[src/rtl/event_encoder.sv]
// ============================================================================
// Module  : event_encoder
// Purpose : Sticky event collector with round-robin 16-to-4 index encoder
//           feeding a valid/ready output register.
// Revision: 1.0  initial release
// ============================================================================
`default_nettype none

module event_encoder #(
  parameter int SEL_W = 4
) (
  input  logic                  clk,
  input  logic                  rst,
  input  logic [2**SEL_W-1:0]   in,
  output logic [SEL_W-1:0]      out,
  output logic                  out_valid,
  input  logic                  out_ready,
  output logic [2**SEL_W-1:0]   pending,
  output logic                  overflow
);

  localparam int N = 2**SEL_W;

  localparam logic [0:0] S_EMPTY = 1'b0;
  localparam logic [0:0] S_FULL  = 1'b1;

  logic [0:0]       r_state;
  logic [N-1:0]     r_pending;
  logic [SEL_W-1:0] r_out;
  logic [SEL_W-1:0] r_ptr;
  logic             r_overflow;

  logic             w_found;
  logic [SEL_W-1:0] w_sel;
  logic [SEL_W-1:0] w_idx;
  logic             w_load;
  logic [N-1:0]     w_clear;
  logic [N-1:0]     w_pending_next;
  logic             w_drop;

  // Walk from ptr upward with wrap; first set bit wins.
  always_comb begin
    w_found = 1'b0;
    w_sel   = '0;
    w_idx   = '0;
    for (int i = 0; i < N; i++) begin
      w_idx = r_ptr + SEL_W'(i);
      if (!w_found && r_pending[w_idx]) begin
        w_found = 1'b1;
        w_sel   = w_idx;
      end
    end
  end

  assign w_load         = ((r_state == S_EMPTY) || out_ready) && w_found;
  assign w_clear        = w_load ? ({{(N-1){1'b0}}, 1'b1} << w_sel) : '0;
  assign w_pending_next = (r_pending & ~w_clear) | in;
  // A bit being granted this edge is free to accept a fresh event.
  assign w_drop         = |(in & r_pending & ~w_clear);

  always_ff @(posedge clk) begin
    if (rst) begin
      r_state    <= S_EMPTY;
      r_pending  <= '0;
      r_out      <= '0;
      r_ptr      <= '0;
      r_overflow <= 1'b0;
    end else begin
      r_pending  <= w_pending_next;
      r_overflow <= w_drop;
      if (w_load) begin
        r_out   <= w_sel;
        r_ptr   <= w_sel + SEL_W'(1);
        r_state <= S_FULL;
      end else if ((r_state == S_FULL) && out_ready) begin
        r_state <= S_EMPTY;
      end
    end
  end

  assign out       = r_out;
  assign out_valid = (r_state == S_FULL);
  assign pending   = r_pending;
  assign overflow  = r_overflow;

endmodule

`default_nettype wire
[config.mk]
export PLATFORM = sky130hd
export DESIGN_NAME = event_encoder
export DESIGN_NICKNAME = d
export VERILOG_FILES = /design/src/rtl/event_encoder.sv
export SDC_FILE = /design/constraint.sdc
export NUM_CORES = 1
export LEC_CHECK = 0
export BUFFER_PORTS_ARGS = -buffer_cell sky130_fd_sc_hd__buf_2
export CAP_MARGIN = 0
export CORE_MARGIN = 1.5
export CORE_UTILIZATION = 40
export DETAILED_ROUTE_END_ITERATION = 10
export GPL_ROUTABILITY_DRIVEN = 0
export PLACE_DENSITY_LB_ADDON = 0.3
export SLEW_MARGIN = 20
export SYNTH_ARGS = -nofsm -noshare
export SYNTH_HDL_FRONTEND = slang
export SYNTH_SLANG_ARGS = --single-unit
[constraint.sdc]
create_clock -name clk -period 7.6 [get_ports clk]
set_input_delay 1.52 -clock clk [delete_from_list [all_inputs] [get_ports clk]]
set_output_delay 1.52 -clock clk [all_outputs]
set_load 0.05 [all_outputs]
# [Word-level counts from Yosys, hierarchy flattened]
# Index checks and enable logic that the tools add are counted.
[word_totals] reg_bits=26 input_bits=19 wordCells=146
[op_classes] addsub=16 n_lt_le_gt_ge=16 n_shift=1 n_mux=67 n_bitwise=6 reduce_logical=35
[ops] op="$lt 4x5->1 const B" count=16
[ops] op="$bmux 1 s4" count=16
[ops] op="$mux 4" count=16
[ops] op="$and 16x16->16" count=3
[ops] op="$mux 1" count=34
[ops] op="$add 4x4->4 const B" count=8
[ops] op="$logic_and 1x1->1" count=17
[ops] op="$add 4x3->4 const B" count=4
[ops] op="$mux 16" count=1
[ops] op="$not 16->16" count=1
[ops] op="$or 16x16->16" count=1
[ops] op="$reduce_or 16->1" count=1
[ops] op="$shl 1x4->16 const A" count=1
[ops] op="$logic_not 1->1" count=15
[ops] op="$add 4x1->4 const B" count=2
[ops] op="$add 4x2->4 const B" count=2
[ops] op="$reduce_bool 2->1" count=1
[ops] op="$logic_or 1x1->1" count=1
[ops] op="$not 1->1" count=1

# [Longest topological paths before layout]
# Gate-level depths: netlist (run 1).
[depth] depth_word=53 ltp_mapped=25 ltp_nobuf=19

# [Worst setup path after synthesis (run 1)]
# No wires, ideal clock.
[synth_path] kind="register -> register" startpoint="register r_ptr[0]" endpoint="register r_overflow (netlist: overflow)" arrival_time_ps=5244 required_ps=7459 setup_slack_ps=2214 path_stages_with_launch=24 path_buffers=5 synth_period_minus_slack_ps=5386 cell_sequence="dfxtp_1 -> buf_2 -> inv_1 -> buf_2 -> buf_2 -> ha_1 -> clkbuf_1 -> buf_2 -> mux2i_1 -> nand3_1 -> and4_1 -> a2111o_1 -> or4_4 -> o41a_1 -> o21ai_1 -> nor3b_1 -> inv_1 -> ha_1 -> ha_1 -> nor2_1 -> a211o_1 -> a221oi_1 -> nor4b_1 -> a41oi_1"
[synth_between] elab_chain_cells=53 elab_cells_between_ends=115 classes_between="add/sub (15); shift (1); mux (65); bitwise (2); reduce/logical (32)"
[synth_lines] item="from (decl)" line="30" source="logic [SEL_W-1:0] r_ptr;"
[synth_lines] item="from (signal assigned)" line="73" source="r_ptr <= w_sel + SEL_W'(1);"
[synth_lines] item="parallel branches: the longest is 47 deep, another holds $add 4x1->4"
[synth_lines] item="$mux 4 (*)" line="48" source="if (!w_found && r_pending[w_idx]) begin"
[synth_lines] item="named net w_sel[1]" line="34" source="logic [SEL_W-1:0] w_sel;"
[synth_lines] item="$shl 1x4->16 (*)" line="56" source="assign w_clear = w_load ? ({{(N-1){1'b0}}, 1'b1} << w_sel) : '0;"
[synth_lines] item="$mux 16 (*)" line="56"
[synth_lines] item="$not 16->16 (*)" line="59" source="assign w_drop = |(in & r_pending & ~w_clear);"
[synth_lines] item="$and 16x16->16 (*)" line="59"
[synth_lines] item="$reduce_or 16->1 (*)" line="59"
[synth_lines] item="to (signal assigned)" line="70" source="r_overflow <= w_drop;"
[synth_lines] item="to (decl)" line="31" source="logic r_overflow;"
# Mark *: on every way through the listed nets, which the timed path passes. The select of a mux whose other input is x is not followed.
# A chain may end at the register's enable or synchronous reset.

# [Worst setup path after layout (run 1)]
[layout_path] startpoint="register r_ptr[0]" endpoint="register r_overflow (netlist: overflow)"
[layout_between] elab_chain_cells=53 elab_cells_between_ends=115 classes_between="add/sub (15); shift (1); mux (65); bitwise (2); reduce/logical (32)"
[layout_lines] item="parallel branches: the longest is 49 deep, another holds $add 4x1->4"
[layout_lines] item="$mux 16 (*)" line="56"
[layout_lines] item="$not 16->16 (*)" line="59"
[layout_lines] item="$and 16x16->16 (*)" line="59"
[layout_lines] item="$reduce_or 16->1 (*)" line="59"
# Mark *: on every way between the ends. The select of a mux whose other input is x is not followed.

==> results of run 1 <==
-- cell type report --
| cell class | count | area (µm²) |
|---|---|---|
| repair buffers | 46 | 245 |
| multi-input cells | 405 | 2990 |
| flip-flops and latches | 26 | 520 |
| inverters | 15 | 56.3 |
| well taps | 111 | 139 |
| fillers | 937 | 5160 |
| clock buffers | 3 | 41.3 |
-- cells in the mapped netlist, drive strengths merged (4+ instances only) --
cell / n / share of area (%)
xor2: 4 / 0.94
dfxtp: 26 / 14
a211oi: 7 / 1.4
mux2i: 37 / 10
nor3: 5 / 0.94
mux4: 20 / 12
a21oi: 33 / 4.4
clkbuf: 15 / 1.5
a31oi: 10 / 1.7
a21boi: 6 / 1.2
nor2: 41 / 4.1
xnor2: 11 / 2.6
nand2b: 7 / 1.2
inv: 14 / 1.4
nand2: 64 / 6.4
o21ai: 15 / 2.0
buf: 14 / 2.7
mux2: 12 / 3.6
o211ai: 5 / 1.0
ha: 12 / 4.0
nand4: 10 / 1.7
and3: 5 / 0.84
nand3: 34 / 4.7
o31ai: 6 / 1.2
a21o: 5 / 1.0
-- layer usage --
metal,part of all wire [%],up-vias,global-route usage (%)
li1,-,1844,-
met1,41,1914,32.9
met2,47,247,43.6
met3,8.9,34,2.67
met4,3.6,0,10.4
met5,0,-,0
-- worst paths after layout --
path / endpoint / slack, ps
max: overflow / 1630
min reg2reg: out[3] / 480
max reg2reg: overflow / 1630
min: out[3] / 480
-- layout by cell type, fill, tap and decap left out, types with 4 or more instances in the layout --
master and n:
nand2b_1 7, buf_4 6, a211oi_1 7, a31oi_1 10, a21oi_1 33, inv_1 13
o21ai_0 14, xor2_1 4, mux2_2 12, nand4_1 10, o31ai_1 6, a21o_1 5
nor2_1 41, xnor2_1 11, mux4_2 20, o211ai_1 5, nand3_1 33, mux2i_1 36
dfxtp_1 26, buf_2 40, ha_1 12, a21boi_0 5, and3_1 5, nand2_1 64
-- sequential cells by signal, summed over array words and instances, names as in the netlist --
| name | flops |
|---|---|
| r_ptr | 4 |
| pending | 16 |
| out_valid | 1 |
| overflow | 1 |
| out | 4 |
-- stage by stage --
step,setup WS [ps],hold slack (ps),instance area [µm²],util (%)
final,1630,480,3990,43.6
after global routing,1140,489,3990,43.6
after CTS,1730,482,3990,43.6
after detailed placement,1750,467,3950,43.2
after global placement,1930,458,3950,43.2
after floorplan,2210,672,3720,-
-- kinds of logic (layout without fill, tap and decap cells) --
logic type,count (synthesis),after routing,share of synthesized area (%)
DFF,26,26,14.0
muxes,69,69,26.0
xor gates and xnor gates,15,15,3.53
adders and majority gates,12,12,4.03
buffers and inverters,44,64,5.71
AOI/OAI and AO/OA,125,125,23.0
and+or+nand+nor,184,184,23.7
-- critical path: stages, from the launching register on --
cell       delay (ps)
dfxtp_1           330
inv_1              40
buf_4             220
ha_1             1000
mux4_2            620
mux2i_1           260
nor2_1            130
a21o_1            270
a2111oi_0         500
a211oi_1           80
and3_1            260
nor3_2            780
inv_1             430
ha_1              360
nor2_1            120
a211o_1           110
a221oi_1           70
nor4b_1           150
a41oi_1           160
==> results by group, run 1 <==
Yosys
  – Netlist cell types: 74
  – Asr flop ratio synth: 0%
  – Register area share after synthesis: 14.0%
  – EDFF count, synth: 0
  – Ys flop type: dfxtp_1
  – Warnings from Yosys: 0
  – Post-Syn Area per Cell: 7.84 µm²
  – Seq cells post-synth: 26
  – Mapped cell area: 3720 µm²
  – Cell count after synthesis: 475
  – Syn Nets: 506

Run status
  – Status: finished, final reports clean

Global routing
  – Total gr overflow: 0
  – Total GRT Usage: 25.5%
  – Initial antenna violation count: 0
  – Pin count of the biggest net entering global routing: 29
  – First-pass GRT wire length: 20.4 mm
  – Vias in the first global route: 4,005

Clock tree
  – H-tree Lvls: 1
  – Post_cts resized: 0
  – Hold buffers post-CTS: 0
  – Worst-path clk slew: 90 ps
  – Post-CTS Setup Bufs: 0
  – Max clock buf depth: 2
  – Num CTS Buffers: 3
  – Clk Latency, worst-skew pair: 270 ps
  – Clock Sinks: 26
  – CTS tree: built
  – Root Driver: clkbuf_8

Finish
  – Share of layout cells above drive strength 1: 18.4%
  – Nets@finish: 528
  – Inserted Diodes: 0
  – Synthesis-to-finish area growth: 7.22%
  – Non-Filler Instances: 606

Setup path
  – FF-to-FF Start: r_ptr[0]
  – Arrival time worst endpoint: 6170 ps
  – CP Class: reg -> reg
  – Critical Path End Type: flip-flop
  – Critical path data required time: 7800 ps
  – Critical Path Source Type: flip-flop
  – CP Max Fanout: 22
  – Worst Setup SP: r_ptr[0]
  – FF-to-FF path depth: 18

Floorplan
  – Die height: 99.5 µm
  – Core Box Area: 9150 µm²
  – Die width: 99.5 µm
  – # rows: 35
  – Io pins: 41
  – Die area: 9900 µm²
  – Starting Density: 40.7%

Detailed routing
  – Routed wire per std cell: 20.3 µm
  – Pre-Repair DR Iteration Count: 6
  – Vias/cell: 6.67
  – Via count: 4,039
  – Post-route DRC: 0
  – DRT iter0 DRCs: 346
  – Post-route ant nets: 0
  – Total Wirelength: 12.3 mm

STA
  – RSZ-0062 raised after global routing: false
  – Relative slew slack: 32.3%
  – Crit share post-route: 78.6%
  – Final hold vios: 0
  – Final Slew Violations: 0
  – Setup tns final: 0 ps
  – Tmin final: 5970 ps
  – Final setup fails: 0
  – F_max: 0.167 GHz
  – Worst slew pin tran: 1020 ps
  – Clk_skew: 5.58 ps

Run
  – MaxCap Viol Count: 0

Placement
  – DP Cell Count: 603
  – Port Buf Inserts: 40
  – Hpwl dp: 9.16 mm

Worst hold path
  – Hold path start: out[3]
  – Hold path cells: 2
  – Hold Path Class: reg -> reg
Power of run 1 is left out: the tool's default activity adds up to more than one toggle a clock period on the data nets, which glitch-free logic cannot reach.
==> run 2: changes to the inputs <==
--- a/config.mk
+++ b/config.mk
@@ -5,6 +5,7 @@
 export SDC_FILE = /design/constraint.sdc
 export NUM_CORES = 1
 export LEC_CHECK = 0
+export ABC_AREA = 1
 export BUFFER_PORTS_ARGS = -buffer_cell sky130_fd_sc_hd__buf_2
 export CAP_MARGIN = 0
 export CORE_MARGIN = 1.5
==> constraint.sdc (replaced) <==
create_clock -name clk -period 5.4 [get_ports clk]
set_input_delay 1.08 -clock clk [delete_from_list [all_inputs] [get_ports clk]]
set_output_delay 1.08 -clock clk [all_outputs]
set_load 0.05 [all_outputs]
==> run 2 against run 1 <==
  * Final cell count rose by 11%
  * Core utilization rose by 2.8 points
  * Critical path depth rose by 7
  * Worst setup slack got worse by 870 ps
  * Clock-buffer cell count did not move
  * Final area fell by 15%
  * Fmax rose by 29%
  * Via count fell by 9.4%
  * Sequential share of layout area rose by 2.3 points
  * Synthesized area fell by 18%
  * Largest cell class unchanged
==> results by group, run 2 <==
Run status
  – Status: finished, final reports clean

Global routing
  – Vias in the first global route: 3,419
  – GR met2 Demand/Resource: 38.1%
  – Grt met1 use: 31.5%
  – Pin count of the biggest net entering global routing: 24
  – First-pass GRT wire length: 15.7 mm
  – Busiest grt layer: met2
  – Total gr overflow: 0
  – Met3 Use GR: 1.60%
  – Total GRT Usage: 23.4%
  – Initial antenna violation count: 0

Worst hold path
  – Hold Path Class: reg -> reg

Clock tree
  – Post_cts resized: 0
  – Max clock buf depth: 2
  – Worst-path clk slew: 90 ps
  – Num CTS Buffers: 3
  – Clk Latency, worst-skew pair: 280 ps
  – Root Driver: clkbuf_8
  – CTS tree: built
  – H-tree Lvls: 1
  – Post-CTS Setup Bufs: 0
  – Clock Sinks: 26
  – Hold buffers post-CTS: 0

Run
  – MaxCap Viol Count: 0

Yosys
  – Synth top area cells: nand2_1 20%, dfxtp_1 17%, nand3_1 16%, inv_1 7.1%, nor2_1 5.9%
  – Syn Nets: 566
  – Register area share after synthesis: 17.1%
  – Count leader, synth: nand2_1
  – Netlist cell types: 36
  – Seq cells post-synth: 26
  – Warnings from Yosys: 0
  – Post-Syn Area per Cell: 5.70 µm²
  – Cell count after synthesis: 535
  – Synth top area share: 19.7%
  – EDFF count, synth: 0
  – Asr flop ratio synth: 0%
  – Commonest cells post-synth: 160 x nand2_1, 95 x nand3_1, 58 x inv_1
  – Mapped cell area: 3050 µm²
  – Area leader, netlist: nand2_1
  – Ys flop type: dfxtp_1

Detailed routing
  – Via count: 3,660
  – DRT iter0 DRCs: 300
  – Pre-Repair DR Iteration Count: 5
  – Vias/cell: 5.45
  – Post-route DRC: 0
  – Post-route ant nets: 0
  – Routed wire per std cell: 13.7 µm
  – Total Wirelength: 9.20 mm

Setup path
  – CP Max Fanout: 10
  – Critical Path End Type: flip-flop
  – Critical Path Source Type: flip-flop
  – Arrival time worst endpoint: 4800 ps
  – CP Class: reg -> reg
  – Critical path data required time: 5560 ps

Floorplan
  – # rows: 31
  – Die area: 8160 µm²
  – Die height: 90.3 µm
  – Io pins: 41
  – Die width: 90.3 µm
  – Starting Density: 41.6%
  – Core Box Area: 7330 µm²

STA
  – RSZ-0062 raised after global routing: false
  – F_max: 0.215 GHz
  – Final Slew Violations: 0
  – Worst slew pin tran: 797 ps
  – Final setup fails: 0
  – Tmin final: 4640 ps
  – Relative slew slack: 46.5%
  – Final hold vios: 0
  – Clk_skew: 6.60 ps
  – Setup tns final: 0 ps
  – Crit share post-route: 86.0%

Finish
  – Share of layout cells above drive strength 1: 14.5%
  – Commonest cells after routing, fill and taps aside: 160 x nand2_1, 95 x nand3_1, 58 x inv_1
  – Area of the multi-input gates: 2230 µm²
  – Max reg flops: 16
  – Synthesis-to-finish area growth: 11.7%
  – Inserted Diodes: 0
  – Fill count: 790
  – Nets@finish: 606
  – Most common cell after layout, fill and taps aside: nand2_1
  – Register area: 520 µm²

Placement
  – Hpwl dp: 7.46 mm
  – Port Buf Inserts: 40
## run 2: logic make-up after synthesis
| group | synth area share [%] |
|---|---|
| AO/OA/AOI/OAI | 12.1 |
| XOR/XNOR | 3.69 |
| adder cells (fa/ha/maj) | 4.92 |
| buffers and inverters | 9.93 |
| flip-flops | 17.1 |
| AND/OR/NAND/NOR | 52.3 |
## run 2: worst max-delay path, cell delays in order (launching register included)
cell      delay, ps
dfxtp_1         340
clkinv_1        280
ha_1            640
inv_1           170
nand3_1         160
nand3_1          90
nand2_1         160
nand4_2         150
nor2_4          140
nand4_2         130
nor2_4          150
nand3_2         110
nor2_4          160
nand3_1         150
o21ai_0         200
nor2_1           70
nor2_1          300
ha_1            240
ha_1            170
nand4_1         190
nand3_1         140
nand2_1          60
nor2_1           90
nand2_1          60
nor2_1          100
nor2_1           40
## run 2: worst paths after layout
path	endpoint	start	cells after the start	slack (ps)
worst max-delay path	overflow	r_ptr[2]	25	760
worst min-delay path	out[3]	out[3]	2	540
worst max register to register	overflow	r_ptr[2]	25	760
worst min register to register	out[3]	out[3]	2	540
## run 2: area by class of cell
cell class,count,area share [%]
multi-input cells,432,65.4
clock buffers,3,1.21
flip-flops and latches,26,15.3
repair buffers,46,7.20
inverters,66,7.28
well taps,99,3.64
## run 2: layer usage
layer	up-vias	wire, µm
met4	0	339
met3	30	591
li1	1828	-
met2	159	4170
met5	-	0
met1	1643	4100
## run 2: per-stage QoR
| stage | setup WS [ps] | std cells | area, µm² | hold WS (ps) | util (%) |
|---|---|---|---|---|---|
| floorplan | 1350 | 535 | 3050 | 612 | - |
| global placement | 835 | 669 | 3360 | 515 | 45.9 |
| detailed placement | 860 | 669 | 3360 | 524 | 45.9 |
| CTS | 845 | 672 | 3400 | 550 | 46.4 |
| global route | 235 | 672 | 3400 | 601 | 46.4 |
| finish | 756 | 672 | 3400 | 541 | 46.4 |
Power of run 2 is left out for the same reason.
==> run 3: changes to the inputs <==
--- a/config.mk
+++ b/config.mk
@@ -9,7 +9,7 @@
 export BUFFER_PORTS_ARGS = -buffer_cell sky130_fd_sc_hd__buf_2
 export CAP_MARGIN = 0
 export CORE_MARGIN = 1.5
-export CORE_UTILIZATION = 40
+export CORE_UTILIZATION = 36
 export DETAILED_ROUTE_END_ITERATION = 10
 export GPL_ROUTABILITY_DRIVEN = 0
 export PLACE_DENSITY_LB_ADDON = 0.3
==> run 3 against run 2 <==
  * Sequential share of layout area fell by 0.062 points
  * Worst hold slack got worse by 9.7 ps
  * Clock skew fell by 2.2 ps
  * Final cell count rose by 0.89%
  * Worst setup slack got worse by 57 ps
  * Critical path depth did not move
  * Via count fell by 2.1%
  * Routed wire length rose by 1.5%
  * Critical endpoint unchanged
==> results by group, run 3 (synthesis results as in run 2) <==
Detailed routing
  – Via count: 3,583
  – Pre-Repair DR Iteration Count: 5
  – DRT iter0 DRCs: 240
  – Post-route DRC: 0
  – Total Wirelength: 9.33 mm
  – Post-route ant nets: 0
  – Routed wire per std cell: 13.8 µm
  – Vias/cell: 5.28

STA
  – Relative slew slack: 49.6%
  – Final Slew Violations: 0
  – F_max: 0.213 GHz
  – RSZ-0062 raised after global routing: false
  – Final hold vios: 0
  – Hold WS: 531 ps
  – Setup tns final: 0 ps
  – Final setup fails: 0
  – Tmin final: 4700 ps
  – Clk_skew: 4.39 ps
  – Worst slew pin tran: 751 ps
  – Crit share post-route: 87.1%

Clock tree
  – Hold buffers post-CTS: 0
  – Clock Sinks: 26
  – Max clock buf depth: 2
  – Num CTS Buffers: 3
  – CTS tree: built
  – Post-CTS Setup Bufs: 0
  – Clk Latency, worst-skew pair: 270 ps
  – Post_cts resized: 0
  – Root Driver: clkbuf_8
  – Worst-path clk slew: 90 ps
  – H-tree Lvls: 1

Setup path
  – Critical path's top delay family: simple AND/OR/NAND/NOR gates
  – Critical path data required time: 5560 ps
  – FF-to-FF path depth: 25
  – Reg2Reg Capture Point: overflow
  – Worst Setup SP: r_ptr[2]
  – Crit path to: overflow
  – Critical Path End Type: flip-flop
  – CP max stage delay: 610 ps
  – Critical Path Source Type: flip-flop
  – R2R setup slack: 700 ps
  – Cell repeated most along the worst path: nor2_1
  – Bufs and invs on worst path: 2
  – CP Max Fanout: 10
  – FF-to-FF Start: r_ptr[2]
  – Arrival time worst endpoint: 4860 ps
  – Critical Path Slowest Stage Cell: ha_1
  – Worst path depth: 25
  – CP Class: reg -> reg

Finish
  – Max reg flops: 16
  – Area of the multi-input gates: 2230 µm²
  – Fill count: 900
  – Commonest cells after routing, fill and taps aside: 160 x nand2_1, 95 x nand3_1, 58 x inv_1
  – Synthesis-to-finish area growth: 12.1%
  – Most common cell after layout, fill and taps aside: nand2_1
  – Register area: 520 µm²
  – Inserted Diodes: 0
  – Nets@finish: 605
  – Share of layout cells above drive strength 1: 14.5%

Placement
  – Hpwl dp: 7.64 mm
  – Port Buf Inserts: 40

Floorplan
  – Die width: 95.0 µm
  – Starting Density: 37.1%
  – Core Box Area: 8220 µm²
  – Die area: 9030 µm²
  – Die height: 95.0 µm
  – # rows: 33
  – Io pins: 41

Worst hold path
  – Hold path start: out[3]
  – Hold Path Class: reg -> reg

Global routing
  – First-pass GRT wire length: 15.8 mm
  – Initial antenna violation count: 0
  – Pin count of the biggest net entering global routing: 24
  – Total GRT Usage: 22.2%
  – Total gr overflow: 0
  – Vias in the first global route: 3,323

Run
  – MaxCap Viol Count: 0

Run status
  – Status: finished, final reports clean
run 3: worst min path at each step:
stage	endpoint	slack (ps)	cells past startpoint
6_report	out[3]	530	2
5_1_grt	out[3]	580	2
4_1_cts	out[3]	540	2
3_5_place_dp	out[3]	520	2
3_3_place_gp	out[3]	520	2
2_1_floorplan	r_ptr[2]	610	2
run 3: through the flow:
| step | instances | setup slack [ps] | utilization (%) | area, µm² |
|---|---|---|---|---|
| 3_3_place_gp | 674 | 818 | 40.9 | 3360 |
| 4_1_cts | 678 | 784 | 41.6 | 3420 |
| 5_1_grt | 678 | 248 | 41.6 | 3420 |
| 2_1_floorplan | 535 | 1350 | - | 3050 |
| 6_report | 678 | 699 | 41.6 | 3420 |
| 3_5_place_dp | 674 | 800 | 40.9 | 3360 |
run 3: worst min-delay path, stage by stage (launching register included):
cell and delay (ps):
dfxtp_1 330, o21ai_0 80, nor2_1 90
run 3: final cells by class:
| type | instances | share of cell area (%) |
|---|---|---|
| multi-input combinational | 432 | 65.1 |
| sequential | 26 | 15.2 |
| clock buffer | 4 | 1.61 |
| inverter | 66 | 7.25 |
| timing repair buffer | 45 | 6.95 |
| tap | 105 | 3.84 |
run 3: routing by layer:
metal | global-route usage [%] | vias up | part of all wire [%] | wire, µm
met1 | 30.4 | 1598 | 45 | 4230
met5 | 0 | - | 0 | 0
met2 | 37.9 | 149 | 47 | 4410
met4 | 5.85 | 0 | 1.6 | 148
met3 | 1.20 | 13 | 5.8 | 545
li1 | - | 1823 | - | -
Power of run 3 is left out for the same reason.
